**src/rtl/amo_pkg.sv**
```systemverilog
// Shared encodings for the RV32A atomic sequencer: request opcodes, one-hot
// ALU opcodes and the sequencer state type.
package amo_pkg;

  localparam logic [3:0] OP_LR   = 4'd0;
  localparam logic [3:0] OP_SC   = 4'd1;
  localparam logic [3:0] OP_SWAP = 4'd2;
  localparam logic [3:0] OP_ADD  = 4'd3;
  localparam logic [3:0] OP_XOR  = 4'd4;
  localparam logic [3:0] OP_AND  = 4'd5;
  localparam logic [3:0] OP_OR   = 4'd6;
  localparam logic [3:0] OP_MIN  = 4'd7;
  localparam logic [3:0] OP_MAX  = 4'd8;
  localparam logic [3:0] OP_MINU = 4'd9;
  localparam logic [3:0] OP_MAXU = 4'd10;

  localparam logic [15:0] ALU_ADD  = 16'd1;
  localparam logic [15:0] ALU_XOR  = 16'd4;
  localparam logic [15:0] ALU_OR   = 16'd8;
  localparam logic [15:0] ALU_AND  = 16'd16;
  localparam logic [15:0] ALU_SWAP = 16'd8192;
  localparam logic [15:0] ALU_MAX  = 16'd16384;
  localparam logic [15:0] ALU_MIN  = 16'd32768;

  typedef enum logic [2:0] {
    S_IDLE,
    S_READ,
    S_EXEC,
    S_WRITE,
    S_RESP
  } state_e;

  function automatic logic is_amo(input logic [3:0] op);
    return (op >= OP_SWAP) && (op <= OP_MAXU);
  endfunction

  // MIN/MAX reuse the unsigned comparator through a sign-bit bias.
  function automatic logic is_signed_cmp(input logic [3:0] op);
    return (op == OP_MIN) || (op == OP_MAX);
  endfunction

endpackage

```
**src/rtl/amo_reservation.sv**
```systemverilog
// Single LR/SC reservation for the hart: a valid bit plus the reserved address.
module amo_reservation #(
  parameter int unsigned ADDR_W = 32
) (
  input  logic              clk,
  input  logic              rst_n,
  input  logic              set,
  input  logic              clear,
  input  logic [ADDR_W-1:0] set_addr,
  input  logic [ADDR_W-1:0] cmp_addr,
  output logic              valid,
  output logic              match
);

  logic [ADDR_W-1:0] addr;

  always_ff @(posedge clk) begin
    if (!rst_n) begin
      valid <= 1'b0;
      addr  <= '0;
    end else if (set) begin
      valid <= 1'b1;
      addr  <= set_addr;
    end else if (clear) begin
      valid <= 1'b0;
    end
  end

  always_comb begin
    match = valid && (addr == cmp_addr);
  end

endmodule

```
**src/rtl/amo_sequencer.sv**
```systemverilog
// RV32A atomic sequencer: read old word, compute on the shared ALU, write back,
// return the old word; also arbitrates LR/SC through the reservation.
module amo_sequencer
  import amo_pkg::*;
#(
  parameter int unsigned ADDR_W      = 32,
  parameter logic [31:0] SIGNED_BIAS = 32'h8000_0000
) (
  input  logic              clk,
  input  logic              rst_n,
  input  logic              req_valid,
  output logic              req_ready,
  input  logic [3:0]        req_op,
  input  logic [ADDR_W-1:0] req_addr,
  input  logic [31:0]       req_data,
  output logic              resp_valid,
  input  logic              resp_ready,
  output logic [31:0]       resp_data,
  output logic              resp_err,
  output logic              mem_req,
  output logic              mem_we,
  output logic [ADDR_W-1:0] mem_addr,
  output logic [31:0]       mem_wdata,
  input  logic [31:0]       mem_rdata,
  input  logic              mem_ack,
  output logic [31:0]       alu_v1,
  output logic [31:0]       alu_v2,
  output logic [15:0]       alu_op,
  input  logic [63:0]       alu_result
);

  state_e            state, state_n;
  logic [3:0]        op_q;
  logic [ADDR_W-1:0] addr_q;
  logic [31:0]       data_q;
  logic [31:0]       old_q;
  logic [31:0]       wdata_q;
  logic              accept;
  logic              bad_req;
  logic              sc_ok;
  logic              res_set;
  logic              res_clear;
  logic              res_valid;
  logic              res_match;
  logic              unused_alu_hi;

  assign unused_alu_hi = ^alu_result[63:32];
  assign mem_addr      = addr_q;
  assign mem_wdata     = wdata_q;

  amo_reservation #(
    .ADDR_W(ADDR_W)
  ) u_reservation (
    .clk     (clk),
    .rst_n   (rst_n),
    .set     (res_set),
    .clear   (res_clear),
    .set_addr(addr_q),
    .cmp_addr(req_addr),
    .valid   (res_valid),
    .match   (res_match)
  );

  always_ff @(posedge clk) begin
    if (!rst_n) begin
      state <= S_IDLE;
    end else begin
      state <= state_n;
    end
  end

  always_comb begin
    bad_req = (req_addr[1:0] != 2'b00) || (req_op > OP_MAXU);
    sc_ok   = res_valid && res_match;
  end

  always_comb begin
    state_n    = state;
    req_ready  = 1'b0;
    accept     = 1'b0;
    resp_valid = 1'b0;
    mem_req    = 1'b0;
    mem_we     = 1'b0;
    alu_op     = '0;
    alu_v1     = '0;
    alu_v2     = '0;
    res_set    = 1'b0;
    res_clear  = 1'b0;
    unique case (state)
      S_IDLE: begin
        req_ready = rst_n;
        accept    = req_valid && rst_n;
        if (accept) begin
          if (bad_req) begin
            state_n = S_RESP;
          end else if (req_op == OP_SC) begin
            // SC consumes the reservation whether it succeeds or fails.
            res_clear = 1'b1;
            state_n   = sc_ok ? S_WRITE : S_RESP;
          end else begin
            state_n = S_READ;
          end
        end
      end
      S_READ: begin
        mem_req = 1'b1;
        if (mem_ack) begin
          if (op_q == OP_LR) begin
            res_set = 1'b1;
            state_n = S_RESP;
          end else begin
            state_n = S_EXEC;
          end
        end
      end
      S_EXEC: begin
        alu_v1 = old_q;
        alu_v2 = data_q;
        unique case (op_q)
          OP_SWAP: alu_op = ALU_SWAP;
          OP_ADD:  alu_op = ALU_ADD;
          OP_XOR:  alu_op = ALU_XOR;
          OP_AND:  alu_op = ALU_AND;
          OP_OR:   alu_op = ALU_OR;
          OP_MINU: alu_op = ALU_MIN;
          OP_MAXU: alu_op = ALU_MAX;
          OP_MIN: begin
            alu_op = ALU_MIN;
            alu_v1 = old_q ^ SIGNED_BIAS;
            alu_v2 = data_q ^ SIGNED_BIAS;
          end
          OP_MAX: begin
            alu_op = ALU_MAX;
            alu_v1 = old_q ^ SIGNED_BIAS;
            alu_v2 = data_q ^ SIGNED_BIAS;
          end
          default: alu_op = '0;
        endcase
        state_n = S_WRITE;
      end
      S_WRITE: begin
        mem_req = 1'b1;
        mem_we  = 1'b1;
        if (mem_ack) begin
          res_clear = 1'b1;
          state_n   = S_RESP;
        end
      end
      S_RESP: begin
        resp_valid = 1'b1;
        if (resp_ready) begin
          state_n = S_IDLE;
        end
      end
      default: state_n = S_IDLE;
    endcase
  end

  always_ff @(posedge clk) begin
    if (!rst_n) begin
      op_q      <= '0;
      addr_q    <= '0;
      data_q    <= '0;
      old_q     <= '0;
      wdata_q   <= '0;
      resp_data <= '0;
      resp_err  <= 1'b0;
    end else begin
      unique case (state)
        S_IDLE: begin
          if (accept) begin
            op_q     <= req_op;
            addr_q   <= req_addr;
            data_q   <= req_data;
            resp_err <= 1'b0;
            if (bad_req) begin
              resp_err  <= 1'b1;
              resp_data <= '0;
            end else if (req_op == OP_SC) begin
              if (sc_ok) begin
                wdata_q <= req_data;
              end else begin
                resp_data <= 32'd1;
              end
            end
          end
        end
        S_READ: begin
          if (mem_ack) begin
            old_q <= mem_rdata;
            if (op_q == OP_LR) begin
              resp_data <= mem_rdata;
            end
          end
        end
        S_EXEC: begin
          wdata_q <= alu_result[31:0] ^ (is_signed_cmp(op_q) ? SIGNED_BIAS : 32'h0);
        end
        S_WRITE: begin
          if (mem_ack) begin
            resp_data <= (op_q == OP_SC) ? 32'h0 : old_q;
          end
        end
        S_RESP: begin
          if (resp_ready) begin
            resp_err <= 1'b0;
          end
        end
        default: ;
      endcase
    end
  end

endmodule

```
**config.mk**
```make
export PLATFORM = sky130hd
export DESIGN_NAME = amo_sequencer
export DESIGN_NICKNAME = d
export VERILOG_FILES = /design/src/rtl/amo_pkg.sv /design/src/rtl/amo_reservation.sv /design/src/rtl/amo_sequencer.sv
export SDC_FILE = /design/constraint.sdc
export NUM_CORES = 1
export LEC_CHECK = 0
export CORE_ASPECT_RATIO = 1.2
export CORE_MARGIN = 2
export CORE_UTILIZATION = 48
export DETAILED_ROUTE_END_ITERATION = 12
export HOLD_SLACK_MARGIN = 0.1
export PLACE_DENSITY = 0.94
export SLEW_MARGIN = 30
export SYNTH_ARGS = -nofsm -noshare
export SYNTH_HDL_FRONTEND = slang
export SYNTH_SLANG_ARGS = --single-unit
```
**constraint.sdc**
```tcl
create_clock -name clk -period 4.9 [get_ports clk]
set_input_delay 0.98 -clock clk [delete_from_list [all_inputs] [get_ports clk]]
set_output_delay 0.98 -clock clk [all_outputs]
set_load 0.05 [all_outputs]
```
# ---- After elaboration in Yosys (flattened, before gate mapping)
# Cells that the tools add are included.
dict set report word_totals {
  regBits 201
  latchBits 0
  ram_bits 0
  mem_bits_ro 0
  inputBits 169
  output_inout_bits 181
  wordCells 112
  n_memories 0
}
dict set report op_classes {
  add_sub_neg 0
  multipliers 0
  div_mod_pow 0
  n_lt_le_gt_ge 1
  eq_ne 27
  n_shift 0
  n_mux 49
  n_bitwise 3
  n_reduce_logical 22
}
# op n
set op_table {}
lappend op_table {{two-way mux 32 bit} 17}
lappend op_table {{case mux 16 bit (7 select lines)} 1}
lappend op_table {{case mux 32 bit (3 select lines)} 1}
lappend op_table {{case mux 32 bit (2 select lines)} 1}
lappend op_table {{equality test 32 bit} 1}
lappend op_table {{bitwise XOR 32 bit} 1}
lappend op_table {{two-way mux 3 bit} 8}
lappend op_table {{!= test 2 bit, second input constant} 9}
lappend op_table {{two-way mux 1 bit} 17}
lappend op_table {{equality test 4 x 3 -> 1 bit, second input constant} 4}
lappend op_table {{two-way mux 16 bit} 1}
lappend op_table {{case mux 3 bit (5 select lines)} 1}
lappend op_table {{equality test 4 bit, second input constant} 3}
lappend op_table {{equality test 4 x 1 -> 1 bit, second input constant} 2}
lappend op_table {{equality test 4 x 2 -> 1 bit, second input constant} 2}
lappend op_table {{nonzero test 2 bit} 4}
lappend op_table {{OR reduction 2 bit} 4}
lappend op_table {{AND reduction 7 bit} 1}
lappend op_table {{equality test 3 x 2 -> 1 bit, second input constant} 2}
lappend op_table {{!= test 3 bit, second input constant} 2}
lappend op_table {{AND reduction 5 bit} 1}
lappend op_table {{greater-than comparator 4 bit, second input constant} 1}
lappend op_table {{logical NOT 4 bit} 1}
lappend op_table {{case mux 1 bit (2 select lines)} 2}
lappend op_table {{other kinds (10)} 15}

# ---- Longest topological paths before layout
# Gate-level depths: netlist of the first run.
dict set report logic_depth {
  depth_word 8
  depth_mapped 10
  depth_no_buf 7
}

# ---- By module
# Synthesis of the first run repeated with hierarchy kept, for this count alone.
dict set report hier_totals {
  cells_unflattened 1080
  hier_area_um2 9432.8
}
# module instances cells_per_inst area_per_inst_um2
set by_module_without_submodules {}
lappend by_module_without_submodules {amo_sequencer 1 930 7842.5}
lappend by_module_without_submodules {amo_reservation 1 150 1590.3}

# ---- Least setup slack after synthesis of the first run
# OpenSTA, ideal clock, no wires.
dict set report synth_timing {
  path_kind {register to output}
  start {register state[0]}
  end {output alu_op[2]}
  arrival_time_ps 2682
  required_ps 3920
  slack_ps 1238
  path_stages_with_launch 6
  path_cell_list {dfxtp_1 > buf_4 > nor2_1 > nand2_1 > clkbuf_1 > nor4_1}
}
dict set report synth_between {
  elab_chain_len 2
}
# item line
set synth_rtl {}
lappend synth_rtl {{from (decl)} amo_sequencer.sv:32} ;# state_e state, state_n;
lappend synth_rtl {{from (signal assigned)} amo_sequencer.sv:68} ;# state <= state_n;
lappend synth_rtl {{equality test 3 x 2 -> 1 bit} amo_sequencer.sv:89} ;# unique case (state)
lappend synth_rtl {{two-way mux 16 bit} amo_sequencer.sv:89}
lappend synth_rtl {{to (decl)} amo_sequencer.sv:28} ;# output logic [15:0] alu_op,
# No other way between the ends.

# ---- Worst setup path in the final report of the first run
dict set report layout_timing {
  start {register state[1]}
  end {output alu_op[13]}
}
# The elaborated chain is that of the path after synthesis.

==> results of run 1 <==
-- per-stage QoR --
step,hold WS (ns),cells,setup slack [ns],instance area [µm²],power (W)
detailed placement,0.4403,1627,1.050,12300,0.002473
global route,0.4677,1662,0.4501,12910,0.004023
global placement,0.4374,1627,1.111,12290,0.002456
floorplan,0.4296,1152,1.238,9225,0.002187
CTS,0.4501,1660,0.6037,12890,0.003904
finish,0.4472,1662,0.5963,12910,0.003886
-- cells by family (layout without fill, tap and decap cells) --
family / count (synthesis) / in the layout / synth area share, %
multiplexers: 32 / 32 / 3.483
other: 1 / 10 / 0.04078
buffers and inverters: 147 / 400 / 7.130
AND/OR/NAND/NOR: 477 / 477 / 24.06
XOR/XNOR: 32 / 32 / 3.048
AO/OA/AOI/OAI: 254 / 254 / 18.48
flip-flops: 201 / 201 / 43.76
-- layer usage --
layer  part of all wire, %  track usage, %  routed length (µm)
met3                   9.3           7.510                2908
met2                    51           53.40               15890
met1                    36           32.72               11290
met5                     0               0                   0
met4                   4.2           12.46                1335
-- sequential cells by signal (all words and copies together) (netlist names), 3 cells and up --
signal	flops
op_q	4
state	3
mem_wdata	32
u_reservation.addr	32
mem_addr	32
data_q	32
resp_data	32
old_q	32
-- worst min-delay path by stage --
stage	endpoint	depth (start not counted)	slack, ns
after floorplan	data_q[0]	2	0.43
after global placement	data_q[11]	2	0.44
after detailed placement	data_q[14]	2	0.44
after CTS	data_q[14]	2	0.45
after global routing	data_q[1]	2	0.47
final	data_q[1]	2	0.45
-- cells in the mapped netlist (4+ instances only) --
master    count  area [µm²]
a221oi_2     15       225.2
buf_6         6       67.56
a31o_2       16       140.1
a22o_1       15       131.4
a21oi_1     102       510.5
a22oi_1      17       127.6
nand2_1     273        1025
and3_1       64       400.4
clkbuf_1     68       255.2
nand4_1       9       56.30
mux2i_1      32       320.3
dfxtp_1     201        4024
a211oi_1     16       120.1
and2_1        4       25.02
xnor2_1      29       254.0
buf_1         6       22.52
inv_1        41       153.9
nor2_1       15       56.30
nand3_1      68       340.3
nor4_1       19       118.9
nand2b_1      6       37.54
buf_2        14       70.07
buf_4        11       82.58
nor3_1        8       40.04
o21ai_0      56       280.3
-- report_power, final --
group	internal, W	switching [W]
logic	0.000261	0.000424
registers	0.00171	0.0000527
clock network	0.000813	0.000625
-- worst max-delay path, cell delays in order, from the launching register on --
cell and delay, ns:
dfxtp_2 0.74, nand2_2 0.61, nor2_1 0.33, nand2_1 0.10
nor3_1 0.16, clkdlybuf4s50_1 0.88
-- layout make-up --
class | instances | area [µm²]
multi-input cells | 804 | 4592
well taps | 256 | 320.3
inverters | 42 | 157.7
diodes | 1 | 2.502
repair buffers | 325 | 3216
clock inverters | 4 | 22.52
flip-flops and latches | 201 | 4025
clock buffers | 29 | 575.6
fillers | 1411 | 5944
==> impl_metrics.ini, run 1 <==
[timing]
final-setup-viol-count = 0
drv_slew = 0
period_needed_ns = 4.304
min_period_over_period_pct = 87.83
grt_setup_unrepaired = no
max_freq_mhz = 232.4
slew_headroom_pct = 36.12
hold_violations = 0
tns_ns = 0
worst_slew_pin_slew_ns = 0.9581
skew_ns = 0.01384

[die]
fp.dieArea_um2 = 20280
coreArea_um2 = 18860
num_rows = 55
num_io_pins = 350
fp.dieH_um = 155.6
initial_core_util_pct = 48.77
die_x_um = 130.3

[clocking]
ctsResizeCount = 0
cts_buffer_depth = 3
postCtsHoldBufs = 0
cts_tree = done
cts_max_level = 1
cts_setup_buffers = 0
cts_buffers = 21
cts.sinks = 201
clk_pin_slew_ns = 0.06
cts_root_buf = clkbuf_16
clk_latency_ns = 0.49

[layout]
drive_gt1_share_pct = 6.833
final_common_cell = clkdlybuf4s50_1
area_delta_synth_final_pct = 40.41
utilization_pct = 68.47
layout.nets = 1564
layout_common_cells = clkdlybuf4s50_1, nand2_1, dfxtp_1

[power_and_ir_drop]
p_leak_nw = 5.087
powerDensity_nw_per_um2 = 301.0
peakVddDrop_mv = 0.2813

[synthesis]
syn_inst = 1144
yosys_warnings = 0
synth_edf_count = 0
ys.flop_type = dfxtp_1
syn_area_um2 = 9195
synth_area_per_cell_um2 = 8.038
ys_seq_area_share_pct = 43.76
ys_seq_elements = 201
async_flop_share_pct = 0
yosysUniqueCellTypes = 48

[grt]
grt_remaining_overflow = 0
grt_pass1_vias = 9329
grt_usage_pct = 29.61
grt_first_pass_wirelength_mm = 48.09
antenna_found_initial = 1
grt_max_degree = 68

[worst_setup_path]
worstReg2RegStart = state[1]
startpoint = state[1]
endpoint = alu_op[13]
endpoint_kind = output pin
cp_data_arrival_time_ns = 3.32
critPathMaxFanout = 40
worstRegToRegCells = 6
reg2reg_to = resp_data[17]
cp_data_required_time_ns = 3.92
critical_path_class = register to output pin
reg2reg_slack_ns = 1.65
critPathLaunchType = register

[detailed_routing]
num_vias = 9540
wirelength_mm = 31.42
wire_per_inst_um = 18.91
drtPass1Iterations = 6
antenna_left = 0
viasPerCell = 5.740
drc = 0
drtIter0Drc = 587

[placed_design]
portBuffers = 308
place_congestion = 0.8629
post-dp-hpwl_mm = 21.39

[outcome]
outcome = complete, no violations

[min_path]
worstHoldStart = data_q[1]
hold_path.class = register to register

[run]
cap_violations = 0
Power figures use the tool's default switching activity.
==> run 2, diff against run 1 <==
--- a/config.mk
+++ b/config.mk
@@ -10,6 +10,7 @@
 export CORE_UTILIZATION = 48
 export DETAILED_ROUTE_END_ITERATION = 12
 export HOLD_SLACK_MARGIN = 0.1
+export MAX_ROUTING_LAYER = met4
 export PLACE_DENSITY = 0.94
 export SLEW_MARGIN = 30
 export SYNTH_ARGS = -nofsm -noshare
==> impl_metrics.ini, run 2 (same netlist as run 1, synthesis figures left out) <==
[outcome]
outcome = complete, no violations

[worst_setup_path]
crit_family = simple AND/OR/NAND/NOR gates
critPathMaxFanout = 40
cp_data_arrival_time_ns = 3.33
worstRegToRegCells = 6
worstReg2RegStart = state[1]
critPathLaunchType = register
crit_chain = nand2_2 -> nor2_1 -> nand2_1 -> nor3_1 -> clkdlybuf4s50_1
slowest_stage = clkdlybuf4s50_1
endpoint_kind = output pin
critical_path_class = register to output pin
crit_buf_inv = 1
reg2reg_slack_ns = 1.62
reg2reg_to = resp_data[17]
cp_data_required_time_ns = 3.92
slowest_delay_ns = 0.88

[die]
fp.dieArea_um2 = 20280
initial_core_util_pct = 48.77
num_rows = 55
coreArea_um2 = 18860
fp.dieH_um = 155.6
die_x_um = 130.3
num_io_pins = 350

[timing]
max_freq_mhz = 232.2
drv_slew = 0
hold_violations = 0
grt_setup_unrepaired = no
tns_ns = 0
period_needed_ns = 4.307
layout_setup_ws_ns = 0.5925
final-setup-viol-count = 0
min_period_over_period_pct = 87.91
worst_slew_pin_slew_ns = 0.9629
skew_ns = 0.01251
slew_headroom_pct = 35.80

[min_path]
hold_path_depth = 2
hold_path.class = register to register
worstHoldStart = data_q[1]
holdPathEnd = data_q[1]

[layout]
area_delta_synth_final_pct = 40.41
final_common_cell = clkdlybuf4s50_1
multiInputGateArea_um2 = 4592
final.fill_count = 1411
drive_gt1_share_pct = 6.833
layout_common_cells = clkdlybuf4s50_1, nand2_1, dfxtp_1
seq_area_um2 = 4025
layout.nets = 1564

[power_and_ir_drop]
peakVddDrop_mv = 0.2802
powerDensity_nw_per_um2 = 300.6
power.total_w = 0.003881
p_leak_nw = 5.087

[clocking]
cts_buffers = 21
clk_latency_ns = 0.49
cts_tree = done
ctsResizeCount = 0
cts_setup_buffers = 0
cts_buffer_depth = 3
cts_max_level = 1
postCtsHoldBufs = 0
clk_pin_slew_ns = 0.06
cts_root_buf = clkbuf_16
cts.sinks = 201

[detailed_routing]
viasPerCell = 5.715
drtIter0Drc = 704
drc = 0
num_vias = 9499
wire_per_inst_um = 18.92
antenna_left = 0
drtPass1Iterations = 5
wirelength_mm = 31.45

[run]
cap_violations = 0

[grt]
antenna_found_initial = 1
grt_usage_pct = 30.46
grt_pass1_vias = 9330
grt_max_degree = 68
grt_first_pass_wirelength_mm = 48.09
grt_remaining_overflow = 0

[placed_design]
portBuffers = 308
place_congestion = 0.8768
place_ws_ns = 1.050
post-dp-hpwl_mm = 21.39
run 2: layout make-up:
type	count	share of cell area (%)
diodes	1	0.01938
flip-flops and latches	201	31.18
multi-input cells	804	35.57
repair buffers	325	24.91
clock inverters	4	0.1744
inverters	42	1.221
well taps	256	2.481
clock buffers	29	4.458
run 2: worst register-to-register path, delay by kind of cell, from the launching register on:
| kind | cells | cell delay [ns] |
|---|---|---|
| buffers and inverters | 1 | 0.50 |
| AO/OA/AOI/OAI | 3 | 1.22 |
| flip-flops | 1 | 0.74 |
| AND/OR/NAND/NOR | 2 | 0.67 |
run 2: through the flow:
| step | std cells | hold WS, ns | util (%) | cell area (µm²) |
|---|---|---|---|---|
| after global placement | 1627 | 0.4374 | 65.18 | 12290 |
| after floorplan | 1152 | 0.4296 | - | 9225 |
| after detailed placement | 1627 | 0.4403 | 65.21 | 12300 |
| after global routing | 1662 | 0.4679 | 68.47 | 12910 |
| after CTS | 1660 | 0.4501 | 68.38 | 12890 |
| final | 1662 | 0.4474 | 68.47 | 12910 |
run 2: worst max path at each step:
stage	from	endpoint	slack (ns)	depth (start not counted)
after floorplan	state[0]	alu_op[2]	1.24	5
after global placement	req_addr[24]	resp_data[5]	1.11	8
after detailed placement	req_addr[24]	resp_data[21]	1.05	8
after CTS	state[1]	alu_op[13]	0.60	5
after global routing	state[1]	alu_op[13]	0.45	5
final	state[1]	alu_op[13]	0.59	5
run 2: report_power, final:
part	switching (W)	internal, W
combinational	0.000424	0.000261
clock	0.000621	0.000813
sequential	0.0000529	0.00171
run 2: routing by layer:
layer  GRT usage, %  vias to the layer above  part of all wire (%)
li1               -                     4438                     -
met1          33.09                     4486                    37
met2          53.58                      479                    50
met3          6.653                       96                   8.9
met4          12.51                        0                   4.0
met5              -                        -                     0
